$ cat src/rtl/lsu_mem_interface_if.sv
// Data-memory bus between the MEM-stage load/store unit and data memory.
// The LSU is the master (request side); memory is the slave (grant/response side).
interface lsu_mem_interface_if #(
  parameter int ADDR_WIDTH = 32,
  parameter int DATA_WIDTH = 32
);
  logic                  mem_req;
  logic                  mem_we;
  logic [ADDR_WIDTH-1:0] mem_addr;
  logic [DATA_WIDTH-1:0] mem_wdata;
  logic [3:0]            mem_be;
  logic                  mem_gnt;
  logic                  mem_rvalid;
  logic [DATA_WIDTH-1:0] mem_rdata;

  modport master (
    output mem_req, mem_we, mem_addr, mem_wdata, mem_be,
    input  mem_gnt, mem_rvalid, mem_rdata
  );

  modport slave (
    input  mem_req, mem_we, mem_addr, mem_wdata, mem_be,
    output mem_gnt, mem_rvalid, mem_rdata
  );
endinterface

$ cat src/rtl/lsu_mem_interface.sv
// RV32I MEM-stage load/store unit: byte enables, store lane replication,
// req/gnt/rvalid handshake with data memory, pipeline stall and load alignment.
module lsu_mem_interface #(
  parameter int DATA_WIDTH = 32,
  parameter int ADDR_WIDTH = 32
) (
  input  logic                  clk,
  input  logic                  rst,
  input  logic                  req_valid,
  input  logic                  req_we,
  input  logic [2:0]            req_funct3,
  input  logic [ADDR_WIDTH-1:0] req_addr,
  input  logic [DATA_WIDTH-1:0] req_wdata,
  output logic                  stall,
  output logic                  misalign,
  output logic                  ld_valid,
  output logic [DATA_WIDTH-1:0] ld_data,
  output logic [2:0]            ld_sel,
  lsu_mem_interface_if.master   mem
);

  typedef enum logic [1:0] {IDLE, REQ, WAIT, DONE} state_t;

  state_t                state;
  logic [1:0]            off;
  logic [1:0]            off_q;
  logic                  is_misaligned;
  logic                  accept;
  logic [3:0]            be_next;
  logic [DATA_WIDTH-1:0] wdata_next;
  logic [2:0]            sel_next;

  assign off = req_addr[1:0];

  // Halfwords (H/HU) need an even offset, words need offset 0.
  assign is_misaligned = ((req_funct3[1:0] == 2'b01) && off[0]) ||
                         ((req_funct3 == 3'b010) && (off != 2'b00));

  assign accept = (state == IDLE) && req_valid && !is_misaligned;

  always_comb begin
    // NOTE: every signal written here gets a default first, so no path can infer a latch.
    be_next    = 4'b0000;
    wdata_next = req_wdata;
    sel_next   = 3'd7;
    case (req_funct3)
      3'b000: begin
        be_next    = 4'b0001 << off;
        wdata_next = {(DATA_WIDTH/8){req_wdata[7:0]}};
        sel_next   = 3'd2;
      end
      3'b100: begin
        be_next    = 4'b0001 << off;
        wdata_next = {(DATA_WIDTH/8){req_wdata[7:0]}};
        sel_next   = 3'd3;
      end
      3'b001: begin
        be_next    = 4'b0011 << off;
        wdata_next = {(DATA_WIDTH/16){req_wdata[15:0]}};
        sel_next   = 3'd1;
      end
      3'b101: begin
        be_next    = 4'b0011 << off;
        wdata_next = {(DATA_WIDTH/16){req_wdata[15:0]}};
        sel_next   = 3'd4;
      end
      3'b010: begin
        be_next  = 4'b1111;
        sel_next = 3'd0;
      end
      default: ;
    endcase
  end

  // Stall is raised in the accept cycle itself so the pipeline freezes immediately.
  assign stall    = !rst && (accept || (state == REQ) || (state == WAIT));
  assign misalign = !rst && (state == IDLE) && req_valid && is_misaligned;

  // NOTE: sequential state uses non-blocking assignments only, so every register
  // samples pre-edge values regardless of statement order.
  always_ff @(posedge clk) begin
    if (rst) begin
      state         <= IDLE;
      off_q         <= 2'b00;
      ld_valid      <= 1'b0;
      ld_data       <= '0;
      ld_sel        <= 3'd0;
      mem.mem_req   <= 1'b0;
      mem.mem_we    <= 1'b0;
      mem.mem_addr  <= '0;
      mem.mem_wdata <= '0;
      mem.mem_be    <= 4'b0000;
    end else begin
      ld_valid <= 1'b0;
      case (state)
        IDLE: begin
          if (accept) begin
            mem.mem_req   <= 1'b1;
            mem.mem_we    <= req_we;
            mem.mem_addr  <= {req_addr[ADDR_WIDTH-1:2], 2'b00};
            mem.mem_wdata <= wdata_next;
            mem.mem_be    <= be_next;
            ld_sel        <= sel_next;
            off_q         <= off;
            state         <= REQ;
          end
        end
        REQ: begin
          // A response arriving before the grant is not ours and is ignored.
          if (mem.mem_gnt) begin
            mem.mem_req <= 1'b0;
            state       <= mem.mem_we ? DONE : WAIT;
          end
        end
        WAIT: begin
          if (mem.mem_rvalid) begin
            ld_data  <= mem.mem_rdata >> {off_q, 3'b000};
            ld_valid <= 1'b1;
            state    <= DONE;
          end
        end
        DONE: begin
          state <= IDLE;
        end
        default: begin
          state <= IDLE;
        end
      endcase
    end
  end

endmodule

$ cat src/flat_wrapper.sv
// flat-port wrapper written by rule: the top's interface ports become plain ports
module lsu_mem_interface_flat 
#(
  parameter int DATA_WIDTH = 32,
  parameter int ADDR_WIDTH = 32
)
  (clk, rst, req_valid, req_we, req_funct3, req_addr, req_wdata, stall, misalign, ld_valid, ld_data, ld_sel, mem_mem_req, mem_mem_we, mem_mem_addr, mem_mem_wdata, mem_mem_be, mem_mem_gnt, mem_mem_rvalid, mem_mem_rdata);
  lsu_mem_interface_if #(.ADDR_WIDTH(ADDR_WIDTH), .DATA_WIDTH(DATA_WIDTH)) mem_i ();
  input  logic clk;
  input  logic rst;
  input  logic req_valid;
  input  logic req_we;
  input  logic [2:0] req_funct3;
  input  logic [ADDR_WIDTH-1:0] req_addr;
  input  logic [DATA_WIDTH-1:0] req_wdata;
  output logic stall;
  output logic misalign;
  output logic ld_valid;
  output logic [DATA_WIDTH-1:0] ld_data;
  output logic [2:0] ld_sel;
  output wire logic [$bits(mem_i.mem_req)-1:0] mem_mem_req;
  output wire logic [$bits(mem_i.mem_we)-1:0] mem_mem_we;
  output wire logic [$bits(mem_i.mem_addr)-1:0] mem_mem_addr;
  output wire logic [$bits(mem_i.mem_wdata)-1:0] mem_mem_wdata;
  output wire logic [$bits(mem_i.mem_be)-1:0] mem_mem_be;
  input wire logic [$bits(mem_i.mem_gnt)-1:0] mem_mem_gnt;
  input wire logic [$bits(mem_i.mem_rvalid)-1:0] mem_mem_rvalid;
  input wire logic [$bits(mem_i.mem_rdata)-1:0] mem_mem_rdata;
  assign mem_mem_req = mem_i.mem_req;
  assign mem_mem_we = mem_i.mem_we;
  assign mem_mem_addr = mem_i.mem_addr;
  assign mem_mem_wdata = mem_i.mem_wdata;
  assign mem_mem_be = mem_i.mem_be;
  assign mem_i.mem_gnt = mem_mem_gnt;
  assign mem_i.mem_rvalid = mem_mem_rvalid;
  assign mem_i.mem_rdata = mem_mem_rdata;
  lsu_mem_interface #(.DATA_WIDTH(DATA_WIDTH), .ADDR_WIDTH(ADDR_WIDTH)) u_core (.clk(clk), .rst(rst), .req_valid(req_valid), .req_we(req_we), .req_funct3(req_funct3), .req_addr(req_addr), .req_wdata(req_wdata), .stall(stall), .misalign(misalign), .ld_valid(ld_valid), .ld_data(ld_data), .ld_sel(ld_sel), .mem(mem_i));
endmodule
$ cat config.mk
export PLATFORM = sky130hd
export DESIGN_NAME = lsu_mem_interface_flat
export DESIGN_NICKNAME = d
export VERILOG_FILES = /design/src/rtl/lsu_mem_interface_if.sv /design/src/rtl/lsu_mem_interface.sv /design/src/flat_wrapper.sv
export SDC_FILE = /design/constraint.sdc
export NUM_CORES = 1
export LEC_CHECK = 0
export CORE_ASPECT_RATIO = 1.2
export CORE_UTILIZATION = 46
export CTS_CLUSTER_DIAMETER = 200
export DETAILED_ROUTE_END_ITERATION = 16
export MAX_ROUTING_LAYER = met4
export PLACE_DENSITY = 0.93
export SYNTH_ARGS = -nofsm -noshare
export SYNTH_HDL_FRONTEND = slang
export SYNTH_SLANG_ARGS = --single-unit
$ cat constraint.sdc
create_clock -name clk -period 3.6 [get_ports clk]
set_clock_uncertainty 0.15 [all_clocks]
set_input_delay 0.72 -clock clk [delete_from_list [all_inputs] [get_ports clk]]
set_output_delay 0.72 -clock clk [all_outputs]
set_load 0.05 [all_outputs]
After elaboration in Yosys (flattened, before gate mapping)
Index checks and enable logic that the tools add are counted.
{ "classes": {"n_eq_ne": 11, "n_shift": 3, "n_mux": 12, "n_bitwise": 1, "n_reduce_logical": 24} }
{ "op_table": {"columns": ["op", "n"], "rows": [
  ["case mux 32 bit (2 select lines)", 1],
  ["right shift 32 x 5 -> 32 bit", 1],
  ["case mux 3 bit (5 select lines)", 1],
  ["case mux 4 bit (3 select lines)", 1],
  ["logical AND 1 bit", 8],
  ["case mux 2 bit (4 select lines)", 1],
  ["== test 3 bit (second input constant)", 2],
  ["two-way mux 2 bit", 3],
  ["AND reduction 3 bit", 2],
  ["OR reduction 2 bit", 3],
  ["== test 2 x 1 -> 1 bit (second input constant)", 2],
  ["== test 2 bit (second input constant)", 2],
  ["two-way mux 1 bit", 4],
  ["inequality test 2 bit (second input constant)", 2],
  ["AND reduction 2 bit", 2],
  ["nonzero test 2 bit", 2],
  ["<< shifter 1 x 2 -> 4 bit (first input constant)", 1],
  ["<< shifter 2 x 2 -> 4 bit (first input constant)", 1],
  ["== test 3 x 1 -> 1 bit (second input constant)", 1],
  ["== test 3 x 2 -> 1 bit (second input constant)", 1],
  ["logical NOT 3 bit", 1],
  ["logical OR 1 bit", 3],
  ["logical NOT 1 bit", 2],
  ["logical NOT 2 bit", 1],
  ["3 further kinds", 3]
]} }
{ "totals": {"regBits": 108, "inputBits": 105, "out_inout_bits": 108} }

Longest topological paths before layout
{ "depth": {"depth_word": 8, "mapped_depth": 7, "ltp_nobuf": 6} }

Worst setup path before layout
Ideal clock, no wire load.
{ "synth_timing": {"kind": "input-to-output", "from": "in req_funct3[0]", "to": "out stall", "arrival_ns": 2.455, "slack_ns": 0.275, "stages": 7, "path_buffers": 3, "path_cell_list": "buf_2 > nand4bb_1 > and4_1 > buf_2 > buf_2 > nand2_1 > a31oi_1"} }
{ "synth_via": {"elab_chain_len": 8, "elab_cells_between_ends": 10} }
{ "synth_lines": {"columns": ["element", "line", "rtl"], "rows": [
  ["from (decl)", "flat_wrapper.sv:13", "input logic [2:0] req_funct3;"],
  ["== test 3 x 2 -> 1 bit or == test 2 x 1 -> 1 bit (tied branches)", "lsu_mem_interface.sv:37, lsu_mem_interface.sv:36", null],
  ["logical AND 1 bit (on tied branches)", "lsu_mem_interface.sv:37, lsu_mem_interface.sv:36", null],
  ["logical OR 1 bit *", "lsu_mem_interface.sv:36", "assign is_misaligned = ((req_funct3[1:0] == 2'b01) && off[0]) ||"],
  ["logical NOT 1 bit *", "lsu_mem_interface.sv:39", "assign accept = (state == IDLE) && req_valid && !is_misaligned;"],
  ["logical AND 1 bit *", "lsu_mem_interface.sv:39", null],
  ["logical OR 1 bit * (2 in series)", "lsu_mem_interface.sv:76", "assign stall = !rst && (accept || (state == REQ) || (state == WAIT));"],
  ["logical AND 1 bit *", "lsu_mem_interface.sv:76", null],
  ["to (decl)", "flat_wrapper.sv:16", "output logic stall;"]
]} }
Mark *: on every way between the ends. The rest lies on a longest branch, timed or not.

Worst setup path after layout
{ "layout_timing": {"from": "in req_funct3[2]", "to": "out misalign"} }
{ "layout_via": {"elab_chain_len": 4} }
{ "layout_lines": {"columns": ["element", "line", "rtl"], "rows": [
  ["== test 3 x 2 -> 1 bit", "lsu_mem_interface.sv:37", "((req_funct3 == 3'b010) && (off != 2'b00));"],
  ["logical AND 1 bit", "lsu_mem_interface.sv:37", null],
  ["logical OR 1 bit", "lsu_mem_interface.sv:36", null],
  ["logical AND 1 bit", "lsu_mem_interface.sv:77", "assign misalign = !rst && (state == IDLE) && req_valid && is_misaligned;"],
  ["to (decl)", "flat_wrapper.sv:17", "output logic misalign;"]
]} }
No other way between the ends.

==> qor.csv <==
stage,metric,value,unit
outcome,outcome,finished clean,
power_and_ir_drop,total_power,4.87,mW
clock_network,cts_sinks,108,
floorplan,initial_core_util,47.9,%
logic_synthesis,synthFlopType,dfxtp_1,
clock_network,cts_buffer_depth,2,
place,place_hpwl,11.4,mm
flow_run,cap_violations,0,
global_routing,grt_pass1_vias,5048,
logic_synthesis,ys_ff_latch,108,
logic_synthesis,synth_cells,584,
place,place_congestion,0.903,
critical_path,worstPathRequired,2730,ps
clock_network,clk_latency,340,ps
sta,hold_viol,0,
sta,min_period,3290,ps
finish,stdcell_area,0.00728,sq mm
critical_path,cp-startpoint,req_funct3[2],
floorplan,num_rows,40,
logic_synthesis,synth.top_cell.area_share,44.4,%
logic_synthesis,synth_area_leaders,"dfxtp_1 (44%), a21oi_1 (8.6%), nand3_1 (5.1%), mux2i_1 (4.9%), o21ai_0 (4.8%)",
critical_path,cp.arrival,2420,ps
finish,drive_gt1_share,4.34,%
finish,diodes,0,
route,drt-initial-drc-count,351,
global_routing,antenna_found_initial,0,
power_and_ir_drop,leakagePower,2.55,nW
sta,period_share,91.4,%
logic_synthesis,synthArstFlopShare,0,%
critical_path,rr_startpoint,u_core.state[0]$_SDFFE_PP0P_,
logic_synthesis,synth.most_common_cell,dfxtp_1,
floorplan,ioPinCount,213,
global_routing,gr-total-overflow,0,
clock_network,cts-root-buf,clkbuf_16,
sta,final.hold.worst_slack,312,ps
route,wl_per_cell,18.3,um
floorplan,die_x,95.9,um
clock_network,cts_buffers,9,
logic_synthesis,syn_area,0.00487,sq mm
place,port_buffers,210,
sta,drv_slew,0,
power_and_ir_drop,vdd_drop_max,376,uV
sta,grt_setup_unrepaired,false,
critical_path,crit_type,primary input to primary output,
place,place_area,0.00697,sq mm
logic_synthesis,yosys.area.top_type,dfxtp_1,
place,post-place-ws,353,ps
critical_path,crit_path_start_kind,primary input,
critical_path,r2r-end,u_core.mem.mem_req$_SDFFE_PP0P_,
place,place_inst,871,
clock_network,cts_hold_buf,0,
critical_path,cp-end-kind,primary output,
clock_network,cts_resized,0,
route,first_pass_iters,5,
clock_network,cts_tree,done,
critical_path,rrSetupSlack,990,ps
critical_path,crit_fanout,6,
sta,finalSetupViolCount,0,
route,avgViaCountPerCell,6.04,
logic_synthesis,ys_types,40,
clock_network,post_cts_buffers,0,
finish,nFillCells,750,
logic_synthesis,ys_warn_count,0,
sta,max-slew-margin-rel,50.1,%
critical_path,crit_path_end,misalign,
finish,area_growth,49.6,%
route,wl,16.3,mm
global_routing,grt_pass1_wl,24.5,mm
floorplan,dieArea,0.0110,sq mm
route,ant_nets,0,
route,drc_errors,0,
sta,setup_ws,310,ps
power_and_ir_drop,powerDensity,668,mW/mm^2
finish,fin_util,71.7,%
clock_network,htreeDepth,3,
finish,fin_cells,887,
critical_path,reg2reg_depth,6,
worst_hold_path,min_path_type,register to register,
route,route.vias.total,5356,
global_routing,grt_max_degree,73,
sta,final.setup.tns,0,ps
floorplan,chipHeight,115,um
logic_synthesis,synth_common_cells,"dfxtp_1 (108), a21oi_1 (84), nand3_1 (50)",
logic_synthesis,synth_edf_count,0,
clock_network,clkTransAtPathRegs,70,ps
logic_synthesis,syn_avg_cell_area,8.33,sq um
sta,worst_pin_slew,748,ps
global_routing,gr-usage-all-layers,29.5,%
finish,nets,865,
sta,max_freq,304,MHz
floorplan,core_area,0.0102,sq mm
logic_synthesis,seq_area_frac_synth,44.4,%
state kept, by name, indices dropped and copies added (netlist names):
name / count
u_core.mem.mem_be: 4
u_core.mem.mem_wdata: 32
u_core.mem.mem_addr: 30
u_core.off_q: 2
u_core.mem.mem_req: 1
u_core.ld_data: 32
u_core.mem.mem_we: 1
u_core.ld_sel: 3
u_core.ld_valid: 1
u_core.state: 2
kinds of logic (layout without fill, tap and decap cells):
kind of cell    after synthesis  in the layout  share of synthesized area [%]
fa+ha+maj                     4              4                           1.03
mux                          40             40                           8.64
other cells                   1              2                         0.0771
flops                       108            108                           44.4
buf+inv                      66            242                           5.68
simple gates                152            152                           14.8
compound gates              213            213                           25.4
metal layers:
layer | wire, um | vias up | GRT usage, %
met5 | 0 | - | -
met3 | 1450 | 51 | 6.77
met1 | 5910 | 2535 | 32.0
li1 | - | 2471 | -
met4 | 595 | 0 | 13.4
met2 | 8310 | 299 | 50.6
worst min path at each step:
stage                                        start                        endpoint  slack, ps  cells past startpoint
finish              u_core.ld_data[3]$_SDFFE_PP0P_  u_core.ld_data[3]$_SDFFE_PP0P_        310                      2
global route        u_core.ld_data[5]$_SDFFE_PP0P_  u_core.ld_data[5]$_SDFFE_PP0P_        340                      2
CTS                 u_core.ld_data[7]$_SDFFE_PP0P_  u_core.ld_data[7]$_SDFFE_PP0P_        310                      2
detailed placement  u_core.ld_data[7]$_SDFFE_PP0P_  u_core.ld_data[7]$_SDFFE_PP0P_        300                      2
global placement    u_core.ld_data[2]$_SDFFE_PP0P_  u_core.ld_data[2]$_SDFFE_PP0P_        290                      2
floorplan             u_core.state[1]$_SDFFE_PP0P_    u_core.state[1]$_SDFFE_PP0P_        330                      2
area by class of cell:
type                    instances  area [sq um]  share of cell area [%]
multi-input cells             411          2430                    33.4
repair buffers                220          2190                    30.1
flip-flops and latches        108          2160                    29.7
clock buffers                   9           225                    3.09
well taps                     126           158                    2.17
clock inverters                 7          83.8                    1.15
inverters                       6          22.5                   0.309
cells in the final DEF (no fill, tap or decap), drive strengths merged, types with 2 or more instances in the layout:
cell           netlist  final
dfxtp              108    108
buf                 20     13
nand4bb              2      2
clkdlybuf4s50        0    207
inv                  6      8
a211oi              14     14
conb                 1      2
clkbuf              40      9
mux2                16     16
or4                  2      2
nand2               38     38
a21oi               84     84
a311oi               9      9
clkinv               0      4
a22oi               16     16
nor3                12     12
mux2i               24     24
o21ai               70     70
nand3               50     50
nor2                35     35
a221oi               8      8
o211ai               8      8
ha                   4      4
nand3b               3      3
and2                 2      2
critical path, cell delays in order:
cell	delay, ps
clkdlybuf4s50_1	540
nor2_1	180
and2_1	260
o21ai_1	110
a211oi_1	410
buf_12	200
power breakdown:
group          leakage (nW)  total, mW  internal (mW)  switching [mW]
Sequential            0.882       1.54           1.41           0.128
Combinational          1.52       2.31          0.753            1.56
Clock                 0.153       1.02          0.552           0.463
Total                  2.55       4.87           2.72            2.15
Power figures use the tool's default switching activity.
